File: config.mk
export PLATFORM = sky130hd
export DESIGN_NAME = vga_fb_addr_scanner
export DESIGN_NICKNAME = d
export VERILOG_FILES = /design/src/rtl/vga_pkg.sv /design/src/rtl/vga_fb_addr_scanner.sv
export SDC_FILE = /design/constraint.sdc
export NUM_CORES = 1
export LEC_CHECK = 0
export ABC_CLOCK_PERIOD_IN_PS = 7800
export BUFFER_PORTS_ARGS = -buffer_cell sky130_fd_sc_hd__buf_2
export CORE_MARGIN = 4
export CORE_UTILIZATION = 61
export DETAILED_ROUTE_END_ITERATION = 10
export GPL_TIMING_DRIVEN = 0
export PLACE_DENSITY_LB_ADDON = 0.3
export SLEW_MARGIN = 10
export SYNTH_ARGS = -nofsm -noshare
export SYNTH_HDL_FRONTEND = slang
export SYNTH_SLANG_ARGS = --single-unit
File: constraint.sdc
create_clock -name clk -period 7.8 [get_ports clk]
set_input_delay 1.56 -clock clk [delete_from_list [all_inputs] [get_ports clk]]
set_output_delay 1.56 -clock clk [all_outputs]
set_load 0.1 [all_outputs]
File: src/rtl/vga_pkg.sv
// ---------------------------------------------------------------------------
// vga_pkg
//
// Shared definitions for the VGA framebuffer scan path.
//   - Standard 640x480 timing constants, used as parameter defaults by the
//     address scanner (active size and the hcnt/vcnt values of the first
//     visible pixel and line as produced by the sync/counter generator).
//   - scan_state_t: state encoding for the address scanner FSM.
// ---------------------------------------------------------------------------
package vga_pkg;

  // Visible area of the 640x480 mode.
  localparam int H_ACTIVE = 640;
  localparam int V_ACTIVE = 480;

  // Counter values (from the sync generator) of the first visible pixel/line.
  localparam int H_START  = 144;
  localparam int V_START  = 35;

  // WAIT_FRAME : idle until the frame-start beat (first pixel of line 0).
  // ACTIVE     : inside a visible line, one address per clock.
  // HBLANK     : between visible lines of the current frame.
  typedef enum logic [1:0] {
    WAIT_FRAME = 2'd0,
    ACTIVE     = 2'd1,
    HBLANK     = 2'd2
  } scan_state_t;

endpackage

File: src/rtl/vga_fb_addr_scanner.sv
// ---------------------------------------------------------------------------
// vga_fb_addr_scanner
//
// Converts the hcnt/vcnt/dena stream of the VGA sync generator into linear
// framebuffer read addresses. Addresses are produced by incrementing
// counters (no multiplier): a per-line base advanced by STRIDE and a column
// address advanced once per replicated pixel group. The frame base address
// is latched only at the frame-start beat, so the producer can flip double
// buffers at any time during a frame. Pixel replication by 2^SCALE_SHIFT in
// both directions supports scaled modes; SCALE_SHIFT must be 0..3 and the
// active width/height must be divisible by the replication factor.
//
// All outputs are registered: inputs sampled at a clock edge are reflected
// on the outputs right after that same edge (one cycle of latency).
//
// Ports:
//   clk           in   pixel clock
//   reset         in   asynchronous, active-high reset
//   hcnt          in   horizontal counter from the sync generator
//   vcnt          in   vertical counter from the sync generator
//   dena          in   display enable
//   fb_base       in   frame base address, sampled at the frame-start beat
//   err_clr       in   clears sync_err (a simultaneous new error wins)
//   fb_addr       out  framebuffer read address (0 whenever not valid)
//   fb_addr_valid out  qualifies fb_addr
//   frame_start   out  pulse with the first valid address of a frame
//   line_start    out  pulse with the first valid address of every line
//   sync_err      out  sticky timing-error flag
// ---------------------------------------------------------------------------
module vga_fb_addr_scanner
  import vga_pkg::*;
#(
  parameter int CNT_W       = 10,
  parameter int ADDR_W      = 19,
  parameter int H_ACTIVE    = vga_pkg::H_ACTIVE,
  parameter int V_ACTIVE    = vga_pkg::V_ACTIVE,
  parameter int H_START     = vga_pkg::H_START,
  parameter int V_START     = vga_pkg::V_START,
  parameter int SCALE_SHIFT = 0
) (
  input  logic              clk,
  input  logic              reset,
  input  logic [CNT_W-1:0]  hcnt,
  input  logic [CNT_W-1:0]  vcnt,
  input  logic              dena,
  input  logic [ADDR_W-1:0] fb_base,
  input  logic              err_clr,
  output logic [ADDR_W-1:0] fb_addr,
  output logic              fb_addr_valid,
  output logic              frame_start,
  output logic              line_start,
  output logic              sync_err
);

  // Replication factor and words per source line.
  localparam int REP = 1 << SCALE_SHIFT;

  // The pixel counter must be able to hold H_ACTIVE+1 so that over-long
  // lines stay distinguishable from exact-length lines at the dena fall.
  localparam int PX_W = $clog2(H_ACTIVE + 2);
  localparam int LN_W = $clog2(V_ACTIVE + 1);

  localparam logic [ADDR_W-1:0] STRIDE   = ADDR_W'(H_ACTIVE >> SCALE_SHIFT);
  localparam logic [2:0]        SUB_LAST = 3'(REP - 1);
  localparam logic [CNT_W-1:0]  H_FIRST  = CNT_W'(H_START);
  localparam logic [CNT_W-1:0]  V_FIRST  = CNT_W'(V_START);
  localparam logic [PX_W-1:0]   PX_LINE  = PX_W'(H_ACTIVE);
  localparam logic [PX_W-1:0]   PX_OVER  = PX_W'(H_ACTIVE + 1);
  localparam logic [LN_W-1:0]   LN_FRAME = LN_W'(V_ACTIVE);

  scan_state_t       state, state_n;

  // line_base: address of the first word of the current source line.
  // col_addr : address to emit for the next pixel of the line.
  logic [ADDR_W-1:0] line_base, line_base_n;
  logic [ADDR_W-1:0] col_addr, col_addr_n;
  logic [2:0]        px_sub, px_sub_n;
  logic [2:0]        ln_sub, ln_sub_n;
  logic [PX_W-1:0]   px_cnt, px_cnt_n;
  logic [LN_W-1:0]   ln_cnt, ln_cnt_n;

  logic [ADDR_W-1:0] fb_addr_n;
  logic              fb_addr_valid_n;
  logic              frame_start_n;
  logic              line_start_n;
  logic              sync_err_n;

  // Emission request shared by the three places that output an address:
  // frame start, line start and a pixel inside a line.
  logic              emit;
  logic [ADDR_W-1:0] emit_addr;
  logic [2:0]        emit_sub;
  logic              frame_beat;
  logic              err_set;

  // Next-state and datapath logic. Every branch that outputs an address
  // only selects the address and the replication phase it belongs to; the
  // common tail then advances col_addr/px_sub, so the replication rule
  // lives in exactly one place. An early frame-start beat in HBLANK is
  // flagged as an error but still restarts the frame like a normal one.
  always_comb begin
    state_n         = state;
    line_base_n     = line_base;
    col_addr_n      = col_addr;
    px_sub_n        = px_sub;
    ln_sub_n        = ln_sub;
    px_cnt_n        = px_cnt;
    ln_cnt_n        = ln_cnt;
    fb_addr_n       = '0;
    fb_addr_valid_n = 1'b0;
    frame_start_n   = 1'b0;
    line_start_n    = 1'b0;
    emit            = 1'b0;
    emit_addr       = col_addr;
    emit_sub        = 3'd0;
    err_set         = 1'b0;

    frame_beat = dena && (hcnt == H_FIRST) && (vcnt == V_FIRST);

    unique case (state)
      WAIT_FRAME: begin
        if (frame_beat) begin
          state_n       = ACTIVE;
          line_base_n   = fb_base;
          ln_sub_n      = 3'd0;
          ln_cnt_n      = '0;
          px_cnt_n      = PX_W'(1);
          emit          = 1'b1;
          emit_addr     = fb_base;
          emit_sub      = 3'd0;
          frame_start_n = 1'b1;
          line_start_n  = 1'b1;
        end
      end

      ACTIVE: begin
        if (dena) begin
          // Pixels past the end of the line are swallowed; the counter
          // saturates one above the line length to mark the overrun.
          if (px_cnt < PX_LINE) begin
            emit      = 1'b1;
            emit_addr = col_addr;
            emit_sub  = px_sub;
            px_cnt_n  = px_cnt + PX_W'(1);
          end else begin
            px_cnt_n  = PX_OVER;
          end
        end else begin
          if (px_cnt != PX_LINE) begin
            err_set = 1'b1;
          end
          ln_cnt_n = ln_cnt + LN_W'(1);
          // A source line is shown REP times before moving to the next one.
          if (ln_sub == SUB_LAST) begin
            ln_sub_n    = 3'd0;
            line_base_n = line_base + STRIDE;
            col_addr_n  = line_base + STRIDE;
          end else begin
            ln_sub_n    = ln_sub + 3'd1;
            col_addr_n  = line_base;
          end
          if (ln_cnt_n == LN_FRAME) begin
            state_n = WAIT_FRAME;
          end else begin
            state_n = HBLANK;
          end
        end
      end

      HBLANK: begin
        if (dena) begin
          if (vcnt == V_FIRST) begin
            err_set = 1'b1;
          end
          state_n  = ACTIVE;
          px_cnt_n = PX_W'(1);
          emit     = 1'b1;
          emit_sub = 3'd0;
          line_start_n = 1'b1;
          if (frame_beat) begin
            line_base_n   = fb_base;
            ln_sub_n      = 3'd0;
            ln_cnt_n      = '0;
            emit_addr     = fb_base;
            frame_start_n = 1'b1;
          end else begin
            if (hcnt != H_FIRST) begin
              err_set = 1'b1;
            end
            emit_addr = col_addr;
          end
        end
      end

      default: begin
        state_n = WAIT_FRAME;
      end
    endcase

    if (emit) begin
      fb_addr_n       = emit_addr;
      fb_addr_valid_n = 1'b1;
      if (emit_sub == SUB_LAST) begin
        col_addr_n = emit_addr + ADDR_W'(1);
        px_sub_n   = 3'd0;
      end else begin
        col_addr_n = emit_addr;
        px_sub_n   = emit_sub + 3'd1;
      end
    end

    // A new error in the same cycle as err_clr keeps the flag set.
    sync_err_n = err_set | (sync_err & ~err_clr);
  end

  // State, counters and registered outputs. Reset drops the scanner back to
  // waiting for a frame-start beat, discarding any frame in progress.
  always_ff @(posedge clk or posedge reset) begin
    if (reset) begin
      state         <= WAIT_FRAME;
      line_base     <= '0;
      col_addr      <= '0;
      px_sub        <= 3'd0;
      ln_sub        <= 3'd0;
      px_cnt        <= '0;
      ln_cnt        <= '0;
      fb_addr       <= '0;
      fb_addr_valid <= 1'b0;
      frame_start   <= 1'b0;
      line_start    <= 1'b0;
      sync_err      <= 1'b0;
    end else begin
      state         <= state_n;
      line_base     <= line_base_n;
      col_addr      <= col_addr_n;
      px_sub        <= px_sub_n;
      ln_sub        <= ln_sub_n;
      px_cnt        <= px_cnt_n;
      ln_cnt        <= ln_cnt_n;
      fb_addr       <= fb_addr_n;
      fb_addr_valid <= fb_addr_valid_n;
      frame_start   <= frame_start_n;
      line_start    <= line_start_n;
      sync_err      <= sync_err_n;
    end
  end

endmodule

Word-level counts from Yosys, hierarchy flattened
Cells that the tools add are included.
{ "word_totals": {"reg_bits": 88, "elab_cells": 96, "input_bits": 43} }
{ "op_classes": {"n_eq_ne": 12, "add_sub_neg": 6, "n_lt_le_gt_ge": 1, "bitwise_logic": 3, "muxes": 51, "reduce_logical": 11} }
{ "op_table": {"columns": ["operator", "n"], "rows": [
  ["$mux W19", 10],
  ["$pmux W19 S3", 1],
  ["$mux W10", 4],
  ["$pmux W19 S2", 1],
  ["$pmux W10 S3", 1],
  ["$mux W9", 3],
  ["$pmux W9 S3", 1],
  ["$mux W3", 8],
  ["$add A19 B1 Y19 const B", 1],
  ["$add A19 B10 Y19 const B", 1],
  ["$mux W1", 12],
  ["$add A10 B1 Y10 const B", 1],
  ["$eq A10 B6 Y1 const B", 1],
  ["$eq A10 B8 Y1 const B", 1],
  ["$lt A10 B10 Y1 const B", 1],
  ["$ne A10 B10 Y1 const B", 1],
  ["$ne A10 B8 Y1 const B", 1],
  ["$add A9 B1 Y9 const B", 1],
  ["$eq A9 B9 Y1 const B", 1],
  ["$pmux W3 S3", 1],
  ["$mux W2", 4],
  ["$ne A2 B2 Y1 const B", 4],
  ["$add A3 B1 Y3 const B", 2],
  ["$logic_not A3 Y1", 2],
  ["16 further kinds", 20]
]} }

Logic depth before layout (Yosys ltp)
Gate-level depths: netlist of the first run.
{ "depth": {"depth_word": 9, "ltp_mapped": 14, "mapped_depth_nobuf": 13} }

Least setup slack after synthesis of the first run
No wires, ideal clock.
{ "synth_timing": {"path_kind": "input port to flip-flop", "start": "in vcnt[4]", "end": "reg col_addr[16]", "required_ns": 7.717, "path_slack_ns": 3.420, "setup_time_ns": 0.083, "arrival_ns": 4.297, "path_stages": 12, "cell_sequence": "or4b_4 -> nor4_2 -> nand2_1 -> clkbuf_1 -> mux2i_1 -> inv_1 -> ha_1 -> o211ai_1 -> nor3b_1 -> nand2b_1 -> xnor2_1 -> o21ai_0"} }
{ "synth_between": {"elab_chain_cells": 8, "word_cells_on_any_way": 13, "classes_between": "add/sub (1); eq/ne (2); mux (7); reduce/logical (3)"} }
{ "synth_rtl": {"columns": ["element", "line", "source"], "rows": [
  ["start, declared", "vga_fb_addr_scanner.sv:44", "input logic [CNT_W-1:0] vcnt,"],
  ["$eq A10 B6 Y1 (*)", "vga_fb_addr_scanner.sv:118", "frame_beat = dena && (hcnt == H_FIRST) && (vcnt == V_FIRST);"],
  ["$logic_and A1 B1 Y1 (*)", "vga_fb_addr_scanner.sv:118", null],
  ["$mux W19", "vga_fb_addr_scanner.sv:122, vga_fb_addr_scanner.sv:180", null],
  ["$mux W19", "vga_fb_addr_scanner.sv:171", "if (dena) begin"],
  ["$pmux W19 S2", "vga_fb_addr_scanner.sv:120", "unique case (state)"],
  ["$add A19 B1 Y19", "vga_fb_addr_scanner.sv:204", "col_addr_n = emit_addr + ADDR_W'(1);"],
  ["$mux W19", "vga_fb_addr_scanner.sv:203", "if (emit_sub == SUB_LAST) begin"],
  ["$mux W19", "vga_fb_addr_scanner.sv:200", "if (emit) begin"],
  ["end signal, assigned", "vga_fb_addr_scanner.sv:235", "col_addr <= col_addr_n;"],
  ["end, declared", "vga_fb_addr_scanner.sv:76", "logic [ADDR_W-1:0] col_addr, col_addr_n;"]
]} }
Every way passes the cells marked *; elsewhere a longest branch is shown, timed or not.
A chain may end at the register's enable or synchronous reset.

Final worst setup path of the first run
{ "layout_timing": {"start": "in vcnt[4]", "end": "reg col_addr[10]"} }
Same word-level chain as after synthesis.

==> results by group, run 1 <==
Outcome
  • Status: completed

Min path
  • Worst Hold Depth: 2
  • WHS Endpoint: px_sub[1]
  • Hold path start: px_sub[1]
  • Worst hold path type: reg2reg

Power
  • Seq pwr share: 0.340
  • Power per standard cell area: ~340 mW/mm^2
  • Power Internal: 1.03 mW
  • Max VDD drop: 0.000219 V
  • Clock power share: 0.167
  • P_sw: 968 uW
  • Switching part of the total power: 0.486
  • Pleak: around 2.7 nW
  • Combinational share of power: 0.493

Yosys
  • Syn Area/Cell: 8.91 sq um
  • Sequential area share after synthesis: 0.421
  • Seq cells post-synth: 88
  • Syn. warnings: 0
  • Synth Instances: slightly below 600
  • Post-synth ARST share: 1.00
  • Mapped Nets: 643
  • Synth top area cells: dfrtp_1 (42%), o21ai_0 (6.1%), nand2_1 (5.5%), mux2i_1 (4.2%), nor2_1 (3.6%)
  • Main flop type after synthesis: dfrtp_1
  • Yosys top cell by area: dfrtp_1
  • Mapped Area: roughly 0.0052 sq mm
  • Most common cell in the netlist: dfrtp_1
  • Most frequent cells after synthesis: dfrtp_1 (88), nand2_1 (76), o21ai_0 (64), nor2_1 (50), nand3_1 (28)
  • Area share of the largest cell type after synthesis: 0.421
  • Number of flops mapped to enable cells by yosys: 0
  • Synth cell types: 65

STA
  • Worst slew pin tran: roughly 1.2 ns
  • Slew HR: 0.182
  • Worst hold slack: a little under 0.5 ns
  • Final WS setup: ~2.6 ns
  • RSZ-0062 raised after global routing: no
  • Tmin final: ~5.2 ns
  • Period utilization: 0.670
  • Final Setup Violations: 0
  • Setup TNS: 0 ns
  • Final Max Tran Viols: 0
  • FMAX: between 0.15 and 0.2 GHz
  • Clock Skew: 0.0170 ns
  • Final hold viol count: 0

Clock network
  • Max clock buf depth: 2
  • Worst-path clk slew: 0.09 ns
  • Clock H-tree levels: 3
  • Worst-Skew Late Latency: ~0.37 ns
  • Hold-fix buffers, CTS: 0
  • Inserted Clock Buffers: 9
  • Setup Buffers After CTS: 0
  • Resized cells post-CTS: 0
  • CTS tree: done
  • Clock Sinks: 88
  • CTS Root Cell: clkbuf_8

Critical path
  • Crit Path Class: in2reg
  • Slowest stage delay, CP: 0.78 ns
  • WP buf/inv: 3
  • Reg-to-reg startpoint: state[0]
  • R2R Setup Slk: between 3 and 4 ns
  • Crit start category: input pin
  • Crit Path Max Fanout: 10
  • CP top delay family: simple AND/OR/NAND/NOR gates
  • WP data required: just over 8 ns
  • Reg2reg end: col_addr[10]
  • CP max stage cell: nor3b_1
  • Worst path cell trace: buf_2, or4b_4, nor4_2, nand2_1, clkbuf_1, mux2i_1, inv_1, ha_1, o211ai_1, nor3b_1, xor2_1, a221oi_1
  • Arrival @ worst endpoint: around 5.5 ns
  • Nature of the critical path endpoint: register
  • R2R depth: 13

GRT
  • Largest net degree at the start of global routing: 63
  • Vias in the first global route: between 4000 and 5000
  • GRT Overall Usage: 0.273
  • Overflow after GRT: 0
  • Initial antenna violation count: 0
  • First-pass GRT wire length: 21900 um

Placement
  • Hpwl dp: 9820 um
  • GP Congestion: between 0.9 and 1
  • Post-Place Worst Slack: approximately 2.3 ns
  • # port buffers: 64
  • Cell Area, Placed: about 0.0057 sq mm
  • Number of cells after detailed placement: around 760

Routing
  • Vias after detailed routing: 4810
  • # DRC: 0
  • Detail Route Antenna Nets: 0
  • Pre-antenna DRT Iters: 5
  • Initial DRC count: 400
  • DR vias/cell: 6.22
  • Avg WL per Cell: 17.4 um
  • Post-Route WL: around 13000 um

Flow run
  • MaxCap Viol Count: 0

Floorplanning
  • Die area: ~0.01 sq mm
  • I/O pin count: 66
  • Initial Utilization: 0.633
  • Std-Cell Rows: 33
  • Chip height: ~100 um
  • Core box area: 0.00826 sq mm
  • DIE WIDTH: 101 um

Cells and area
  • Synth-to-Final Area Change: 13.1%
  • Layout cell share with drive strength beyond 1: 0.174
  • Final Cell Area: roughly 0.0059 sq mm
  • Cell Count, Final, Fillers Out: slightly below 800
  • # diodes: 0
  • Final nets: between 700 and 800
## registers in the layout, indices dropped and copies added, names as in the netlist
signal and cells:
col_addr 19, fb_addr 19, line_base 19, px_cnt 10
ln_cnt 9, ln_sub 3, px_sub 3, state 2
fb_addr_valid 1, frame_start 1, line_start 1, sync_err 1
## cells in the final DEF, fill, tap and decap left out, drive strengths merged, types with 3 or more instances in the layout
cell and instances:
a21oi 26, a22oi 6, a31oi 5, and2 5
and3 14, buf 68, clkbuf 33, dfrtp 88
ha 13, inv 22, mux2 9, mux2i 22
nand2 77, nand2b 9, nand3 28, nand4 9
nor2 51, nor3 18, nor4 4, o211ai 18
o21a 7, o21ai 65, o22ai 6, o31ai 4
or2 3, xnor2 17, xor2 9
## power by group through the flow
stage	Sequential, mW	Clock (mW)	Combinational [mW]
after floorplan	0.849	0	0.565
after global placement	0.674	0	0.936
after detailed placement	0.682	0	0.967
after CTS	0.674	0.334	0.973
after global routing	0.695	0.355	1.08
final	0.678	0.333	0.982
## per-layer routing
| metal | vias up | part of all wire | global-route usage |
|---|---|---|---|
| met2 | 239 | 0.49 | 0.444 |
| met1 | 2278 | 0.42 | 0.366 |
| li1 | 2253 | - | - |
| met4 | 0 | 0.024 | 0.0964 |
| met5 | - | 0 | 0 |
| met3 | 40 | 0.072 | 0.0498 |
## how the worst max path moves through the flow
stage	from	endpoint	slack [ns]	cells past startpoint
final	vcnt[4]	col_addr[10]	2.57	12
after global routing	vcnt[4]	col_addr[18]	2.46	13
after CTS	vcnt[4]	col_addr[14]	2.73	13
after detailed placement	vcnt[4]	col_addr[14]	2.35	13
after global placement	vcnt[4]	col_addr[18]	2.52	13
after floorplan	vcnt[4]	col_addr[16]	3.42	12
## cells by family (layout without fill, tap and decap cells)
family,Yosys count,in the layout,synth area share
AND/OR/NAND/NOR,229,229,0.217
multiplexers,31,31,0.0615
AO/OA/AOI/OAI,153,153,0.183
flip-flops,88,88,0.421
adder cells (fa/ha/maj),13,13,0.0311
XOR/XNOR,26,26,0.0436
buffers and inverters,47,128,0.0421
## area by class of cell
class / count / area (sq um)
Buffer: 27 / 145
Inverter: 20 / 77.6
Timing Repair Buffer: 65 / 348
Clock inverter: 6 / 77.6
Tap cell: 105 / 131
Fill cell: 666 / 2340
Multi-Input combinational cell: 452 / 2810
Sequential cell: 88 / 2200
Clock buffer: 10 / 128
## metrics by stage
step,util,power [mW]
4_1_cts,0.716,1.98
5_1_grt,0.716,2.12
6_report,0.716,1.99
2_1_floorplan,-,1.41
3_5_place_dp,0.691,1.65
3_3_place_gp,0.688,1.61
## worst reg2reg max path: stages (launching register included)
cell      delay (ns)
dfrtp_1         0.42
inv_1           0.10
ha_1            0.29
or2_2           0.33
and4_1          0.27
nand2_1         0.22
clkbuf_1        0.57
mux2i_1         0.24
inv_1           0.10
ha_1            0.19
o211ai_1        0.23
nor3b_1         0.78
xor2_1          0.18
a221oi_1        0.29
Note: power is estimated with default switching activity, not from simulation.
==> inputs of run 2 (changes only) <==
--- a/config.mk
+++ b/config.mk
@@ -5,10 +5,10 @@
 export SDC_FILE = /design/constraint.sdc
 export NUM_CORES = 1
 export LEC_CHECK = 0
-export ABC_CLOCK_PERIOD_IN_PS = 7800
+export ABC_CLOCK_PERIOD_IN_PS = 4360
 export BUFFER_PORTS_ARGS = -buffer_cell sky130_fd_sc_hd__buf_2
 export CORE_MARGIN = 4
-export CORE_UTILIZATION = 61
+export CORE_UTILIZATION = 53
 export DETAILED_ROUTE_END_ITERATION = 10
 export GPL_TIMING_DRIVEN = 0
 export PLACE_DENSITY_LB_ADDON = 0.3
==> constraint.sdc (replaced) <==
create_clock -name clk -period 4.36 [get_ports clk]
set_input_delay 0.872 -clock clk [delete_from_list [all_inputs] [get_ports clk]]
set_output_delay 0.872 -clock clk [all_outputs]
set_load 0.1 [all_outputs]
==> run 2 against run 1 <==
  * Largest cell class unchanged
  * Clock skew up 0.0043 ns
  * Highest routed layer unchanged
  * Power up 80%
  * Worst hold slack worse by 0.00060 ns
==> results by group, run 2 (synthesis results as in run 1) <==
Critical path
  • Crit start category: input pin
  • CP max stage cell: or4b_4
  • Reg-to-reg startpoint: state[0]
  • Crit Path Class: in2reg
  • Crit Path Max Fanout: 10
  • Slowest stage delay, CP: approximately 0.58 ns
  • WP data required: roughly 4.7 ns
  • Worst path cell trace: buf_2, or4b_4, nor4_4, nand2_1, clkbuf_1, mux2i_1, inv_1, ha_1, o211ai_1, nor3b_2, nand2b_1, xnor2_1, o21ai_0
  • Reg2reg end: col_addr[16]
  • R2R Setup Slk: roughly 0.40 ns
  • Arrival @ worst endpoint: about 4.3 ns
  • CP top delay family: simple AND/OR/NAND/NOR gates
  • R2R depth: 14
  • WP buf/inv: 3
  • Nature of the critical path endpoint: register
  • Crit. path cell count: 13

GRT
  • Initial antenna violation count: 0
  • Largest net degree at the start of global routing: a little over 50
  • Vias in the first global route: between 4000 and 5000
  • GRT Overall Usage: 0.240
  • First-pass GRT wire length: 22100 um
  • Overflow after GRT: 0

STA
  • RSZ-0062 raised after global routing: no
  • Tmin final: around 4.0 ns
  • Final Setup Violations: 0
  • Setup TNS: 0 ns
  • Clock Skew: ~0.021 ns
  • Final hold viol count: 0
  • Final Max Tran Viols: 0
  • Slew HR: 0.219
  • Worst slew pin tran: 1.16 ns
  • Final WS setup: between 0.3 and 0.4 ns
  • Period utilization: 0.925
  • FMAX: about 0.25 GHz
  • Worst hold slack: a little under 0.5 ns

Routing
  • Pre-antenna DRT Iters: 6
  • # DRC: 0
  • Post-Route WL: between 10000 and 15000 um
  • Detail Route Antenna Nets: 0
  • Vias after detailed routing: between 4000 and 5000
  • DR vias/cell: 6.01
  • Initial DRC count: between 300 and 400
  • Avg WL per Cell: ~17 um

Clock network
  • Clock Sinks: 88
  • Worst-Skew Late Latency: about 0.38 ns
  • Clock H-tree levels: 3
  • Max clock buf depth: 2
  • CTS tree: done
  • Worst-path clk slew: 0.11 ns
  • CTS Root Cell: clkbuf_8
  • Inserted Clock Buffers: 9

Cells and area
  • # diodes: 0
  • Final nets: approximately 700
  • Synth-to-Final Area Change: 14.0%
  • Largest regs: col_addr (19), fb_addr (19), line_base (19)
  • Layout cell share with drive strength beyond 1: 0.177
  • Most common cell after layout, fill and taps aside: dfrtp_1
  • Most frequent cells in the layout: dfrtp_1 (88), nand2_1 (76), buf_2 (65)
  • Final core occ: 0.633

Outcome
  • Status: completed

Placement
  • GP Congestion: 0.912
  • Hpwl dp: 9950 um
  • Post-Place Worst Slack: -0.432 ns
  • # port buffers: 64

Min path
  • Worst Hold Depth: 2
  • Worst hold path type: reg2reg
  • Hold path start: px_sub[1]
  • WHS Endpoint: px_sub[1]

Floorplanning
  • Initial Utilization: 0.555
  • DIE WIDTH: 107 um
  • Std-Cell Rows: 35
  • Core box area: approximately 0.0094 sq mm
  • Chip height: 107 um
  • I/O pin count: 66
  • Die area: roughly 0.012 sq mm

Power
  • Pleak: about 2.7 nW
  • Max VDD drop: 0.000350 V
  • Power per standard cell area: about 600 mW/mm^2

Flow run
  • MaxCap Viol Count: 0
## run 2: worst register-to-register path, stage by stage (launching register included)
cell and delay (ns):
dfrtp_1 0.41, inv_1 0.10, ha_1 0.30, or2_2 0.33
and4_1 0.27, nand2_1 0.21, clkbuf_1 0.56, mux2i_1 0.24
inv_1 0.10, ha_1 0.18, o211ai_1 0.23, nor3b_2 0.51
nand2b_1 0.13, xnor2_1 0.15, o21ai_0 0.19
## run 2: worst max path at each step
| stage | start | to |
|---|---|---|
| after floorplan | vcnt[4] | col_addr[16] |
| after global placement | vcnt[4] | col_addr[16] |
| after detailed placement | vcnt[4] | col_addr[14] |
| after CTS | vcnt[4] | col_addr[16] |
| after global routing | state[0] | col_addr[18] |
| final | vcnt[4] | col_addr[16] |
## run 2: layout make-up
class	instances	area, sq um
buffer	27	145
tap	129	161
timing repair buffer	65	348
multi-input combinational	452	2820
sequential	88	2200
inverter	20	77.6
clock buffer	9	124
clock inverter	7	85.1
fill	807	3450
## run 2: repair_timing
action	4_1_cts	5_1_grt
setup endpoints to repair	2	4
buffers inserted	0	0
pin swaps	0	0
hold buffers	0	0
resized for setup	1	1
## run 2: metal layers
layer | wire length [um] | GRT usage | part of all wire
met1 | 5740 | 0.315 | 0.42
met2 | 6610 | 0.393 | 0.49
met3 | 970 | 0.0444 | 0.071
met4 | 285 | 0.0913 | 0.021
met5 | 0 | 0 | 0
## run 2: per-stage QoR
step                      instances  instance area, sq um  power (mW)
final                           797                  5960        3.59
after global routing            797                  5960        3.82
after CTS                       797                  5950        3.58
after detailed placement        781                  5740        2.96
after global placement          780                  5710        2.89
after floorplan                 587                  5230        2.53
## run 2: report_power, final
group          leakage [nW]  switching (mW)  total (mW)  internal, mW
clock network         0.107           0.336       0.614         0.278
registers              1.15           0.190        1.21          1.02
logic                  1.45            1.22        1.76         0.536
total                  2.71            1.75        3.59          1.84
==> inputs of run 3 (changes only) <==
--- a/config.mk
+++ b/config.mk
@@ -5,12 +5,14 @@
 export SDC_FILE = /design/constraint.sdc
 export NUM_CORES = 1
 export LEC_CHECK = 0
+export ABC_AREA = 1
 export ABC_CLOCK_PERIOD_IN_PS = 4360
 export BUFFER_PORTS_ARGS = -buffer_cell sky130_fd_sc_hd__buf_2
 export CORE_MARGIN = 4
 export CORE_UTILIZATION = 53
 export DETAILED_ROUTE_END_ITERATION = 10
 export GPL_TIMING_DRIVEN = 0
+export MAX_ROUTING_LAYER = met4
 export PLACE_DENSITY_LB_ADDON = 0.3
 export SLEW_MARGIN = 10
 export SYNTH_ARGS = -nofsm -noshare
==> run 3 against run 2 <==
  * Via count is 2.8% higher
  * Largest cell class unchanged
  * Highest routed layer unchanged
  * Utilization is 1.8 points lower
  * Critical path depth is 3 higher
  * Global-route usage is 1.3 points higher
  * Combinational power is 27% higher
==> results by group, run 3 <==
STA
  • Final Max Tran Viols: 0
  • Setup TNS: 0 ns
  • Clock Skew: 0.0185 ns
  • RSZ-0062 raised after global routing: no
  • Worst hold slack: around 0.49 ns
  • Tmin final: around 2.9 ns
  • Period utilization: 0.671
  • Final hold viol count: 0
  • Final Setup Violations: 0
  • Slew HR: 0.634
  • FMAX: between 0.3 and 0.4 GHz
  • Worst slew pin tran: between 0.5 and 0.6 ns

Cells and area
  • Most common cell after layout, fill and taps aside: nand2_1
  • Final core occ: 0.616
  • Largest regs: col_addr (19), fb_addr (19), line_base (19)
  • Most frequent cells in the layout: nand2_1 (170), dfrtp_1 (88), inv_1 (82)
  • Final nets: 820
  • Fillers: between 900 and 1000
  • Layout cell share with drive strength beyond 1: 0.199
  • # diodes: 0
  • Synth-to-Final Area Change: 13.4%
  • Final Cell Area: around 0.0060 sq mm

Min path
  • WHS Endpoint: px_sub[1]
  • Hold path start: px_sub[1]
  • Worst Hold Depth: 2
  • Worst hold path type: reg2reg

Yosys
  • Sequential area share after synthesis: 0.417
  • Mapped Area: approximately 0.0053 sq mm
  • Area share of the largest cell type after synthesis: 0.417
  • Main flop type after synthesis: dfrtp_1
  • Yosys top cell by area: dfrtp_1
  • Syn. warnings: 0
  • Synth cell types: 44
  • Seq cells post-synth: 88
  • Most frequent cells after synthesis: nand2_1 (170), dfrtp_1 (88), inv_1 (83), nor2_1 (67), nand3_1 (45)
  • Number of flops mapped to enable cells by yosys: 0
  • Post-synth ARST share: 1.00
  • Syn Area/Cell: approximately 7.7 sq um
  • Synth Instances: roughly 690
  • Synth top area cells: dfrtp_1 (42%), nand2_1 (12%), inv_1 (5.9%), nor2_1 (4.8%), nand3_1 (4.3%)
  • Mapped Nets: 743
  • Most common cell in the netlist: nand2_1

Floorplanning
  • I/O pin count: 66
  • Std-Cell Rows: 36
  • Die area: 0.0116 sq mm
  • Initial Utilization: 0.543
  • Chip height: approximately 110 um
  • Core box area: 0.00973 sq mm
  • DIE WIDTH: ~110 um

Critical path
  • R2R depth: 17
  • Arrival @ worst endpoint: about 3.2 ns
  • Crit Path Class: in2reg
  • CP max stage cell: nor3_4
  • WP buf/inv: 3
  • Reg2reg end: col_addr[12]
  • Crit start category: input pin
  • CP most frequent cell: nand3_1
  • Crit Path Max Fanout: 9
  • WP data required: 4.63 ns
  • Worst path cell trace: buf_2, nor2_1, nand3_1, nor3_4, nand2_4, nor2_1, a21oi_2, inv_1, ha_1, nand2_1, nor2_2, nand3_1, o21ai_1, nand3_1, nand2_1, inv_1
  • Nature of the critical path endpoint: register
  • R2R Setup Slk: 1.51 ns
  • Reg-to-reg startpoint: px_cnt[7]
  • Slowest stage delay, CP: between 0.4 and 0.5 ns
  • CP top delay family: simple AND/OR/NAND/NOR gates

Routing
  • Post-Route WL: approximately 14000 um
  • Avg WL per Cell: ~15 um
  • Detail Route Antenna Nets: 0
  • DR vias/cell: roughly 5.5
  • Pre-antenna DRT Iters: 6
  • Vias after detailed routing: approximately 4900
  • Initial DRC count: 282
  • # DRC: 0

Placement
  • Hpwl dp: 10400 um
  • Cell Area, Placed: 0.00580 sq mm
  • GP Congestion: between 0.9 and 1
  • # port buffers: 65

Power
  • Clock power share: 0.142
  • Combinational share of power: 0.561
  • Switching part of the total power: 0.519
  • Power per standard cell area: 667 mW/mm^2
  • Seq pwr share: 0.297
  • P_sw: between 2 and 2.5 mW
  • Power Internal: just under 2 mW
  • Pleak: approximately 3.1 nW
  • Max VDD drop: ~0.00033 V

GRT
  • Overflow after GRT: 0
  • Vias in the first global route: 4633
  • First-pass GRT wire length: around 22000 um
  • GRT Overall Usage: 0.253
  • Largest net degree at the start of global routing: 48
  • Initial antenna violation count: 0

Clock network
  • CTS Root Cell: clkbuf_8
  • Resized cells post-CTS: 0
  • Max clock buf depth: 2
  • Worst-path clk slew: about 0.08 ns
  • Worst-Skew Late Latency: around 0.38 ns
  • Setup Buffers After CTS: 0
  • Hold-fix buffers, CTS: 0
  • Clock Sinks: 88
  • Clock H-tree levels: 3
  • Inserted Clock Buffers: 9
  • CTS tree: done

Outcome
  • Status: completed

Flow run
  • MaxCap Viol Count: 0
## run 3: changes by cell type in the layout (fill, tap and decap cells not counted), moves of 13 or more
cell / change
nor2_1: +17
o211ai_1: -15
inv_1: +63
nor3_1: -13
xnor2_1: -13
clkbuf_1: -15
nand3_1: +17
mux2i_1: -22
nand2_1: +94
o21ai_0: -21
## run 3: final cells by class
type | instances | area (sq um) | area share
Clock buffer | 12 | 145 | 0.0242
Clock inverter | 3 | 42.5 | 0.00710
Inverter | 88 | 335 | 0.0560
Buffer | 18 | 120 | 0.0201
Multi-Input combinational cell | 493 | 2630 | 0.438
Tap cell | 133 | 166 | 0.0278
Timing Repair Buffer | 66 | 353 | 0.0589
Sequential cell | 88 | 2200 | 0.368
## run 3: power by group through the flow
stage	sequential [mW]	combinational (mW)	clock (mW)
after detailed placement	1.20	2.22	0
after CTS	1.19	2.23	0.582
after floorplan	1.63	1.28	0
after global placement	1.19	2.17	0
after global routing	1.21	2.46	0.621
final	1.19	2.24	0.566
## run 3: routing by layer
| metal | part of all wire | track usage |
|---|---|---|
| met1 | 0.45 | 0.331 |
| met2 | 0.47 | 0.393 |
| met3 | 0.065 | 0.0510 |
| met4 | 0.023 | 0.0920 |
| met5 | 0 | - |
## run 3: cell families (layout without fill, tap and decap cells)
logic type	count (synthesis)	count (layout)	synth area share
adders and majority gates	13	13	0.0308
xor gates and xnor gates	16	16	0.0265
muxes	7	7	0.0149
DFF	88	88	0.417
and+or+nand+nor	351	351	0.309
AOI/OAI and AO/OA	106	106	0.115
buffers and inverters	106	187	0.0858
## run 3: worst max path at each step
| stage | cells past startpoint | end | from | slack (ns) |
|---|---|---|---|---|
| 6_report | 16 | col_addr[8] | hcnt[1] | 1.44 |
| 5_1_grt | 16 | col_addr[8] | hcnt[1] | 1.21 |
| 4_1_cts | 16 | col_addr[8] | hcnt[1] | 1.48 |
| 3_5_place_dp | 16 | col_addr[8] | hcnt[1] | 1.07 |
| 3_3_place_gp | 2 | col_addr[15] | reset | 0.16 |
| 2_1_floorplan | 1 | col_addr[0] | reset | 1.21 |
## run 3: per-stage QoR
stage	setup slack, ns	std cells	total power [mW]
6_report	1.44	901	4.00
5_1_grt	1.21	901	4.29
4_1_cts	1.48	901	4.00
3_5_place_dp	1.07	886	3.42
3_3_place_gp	0.160	885	3.36
2_1_floorplan	1.21	687	2.91
## run 3: worst register-to-register path: cells and delay by family (launching register included)
family / cells / cell delay (ns)
and+or+nand+nor: 10 / 1.27
DFF: 1 / 0.45
AOI/OAI and AO/OA: 1 / 0.27
adders and majority gates: 1 / 0.19
buffers and inverters: 5 / 0.56
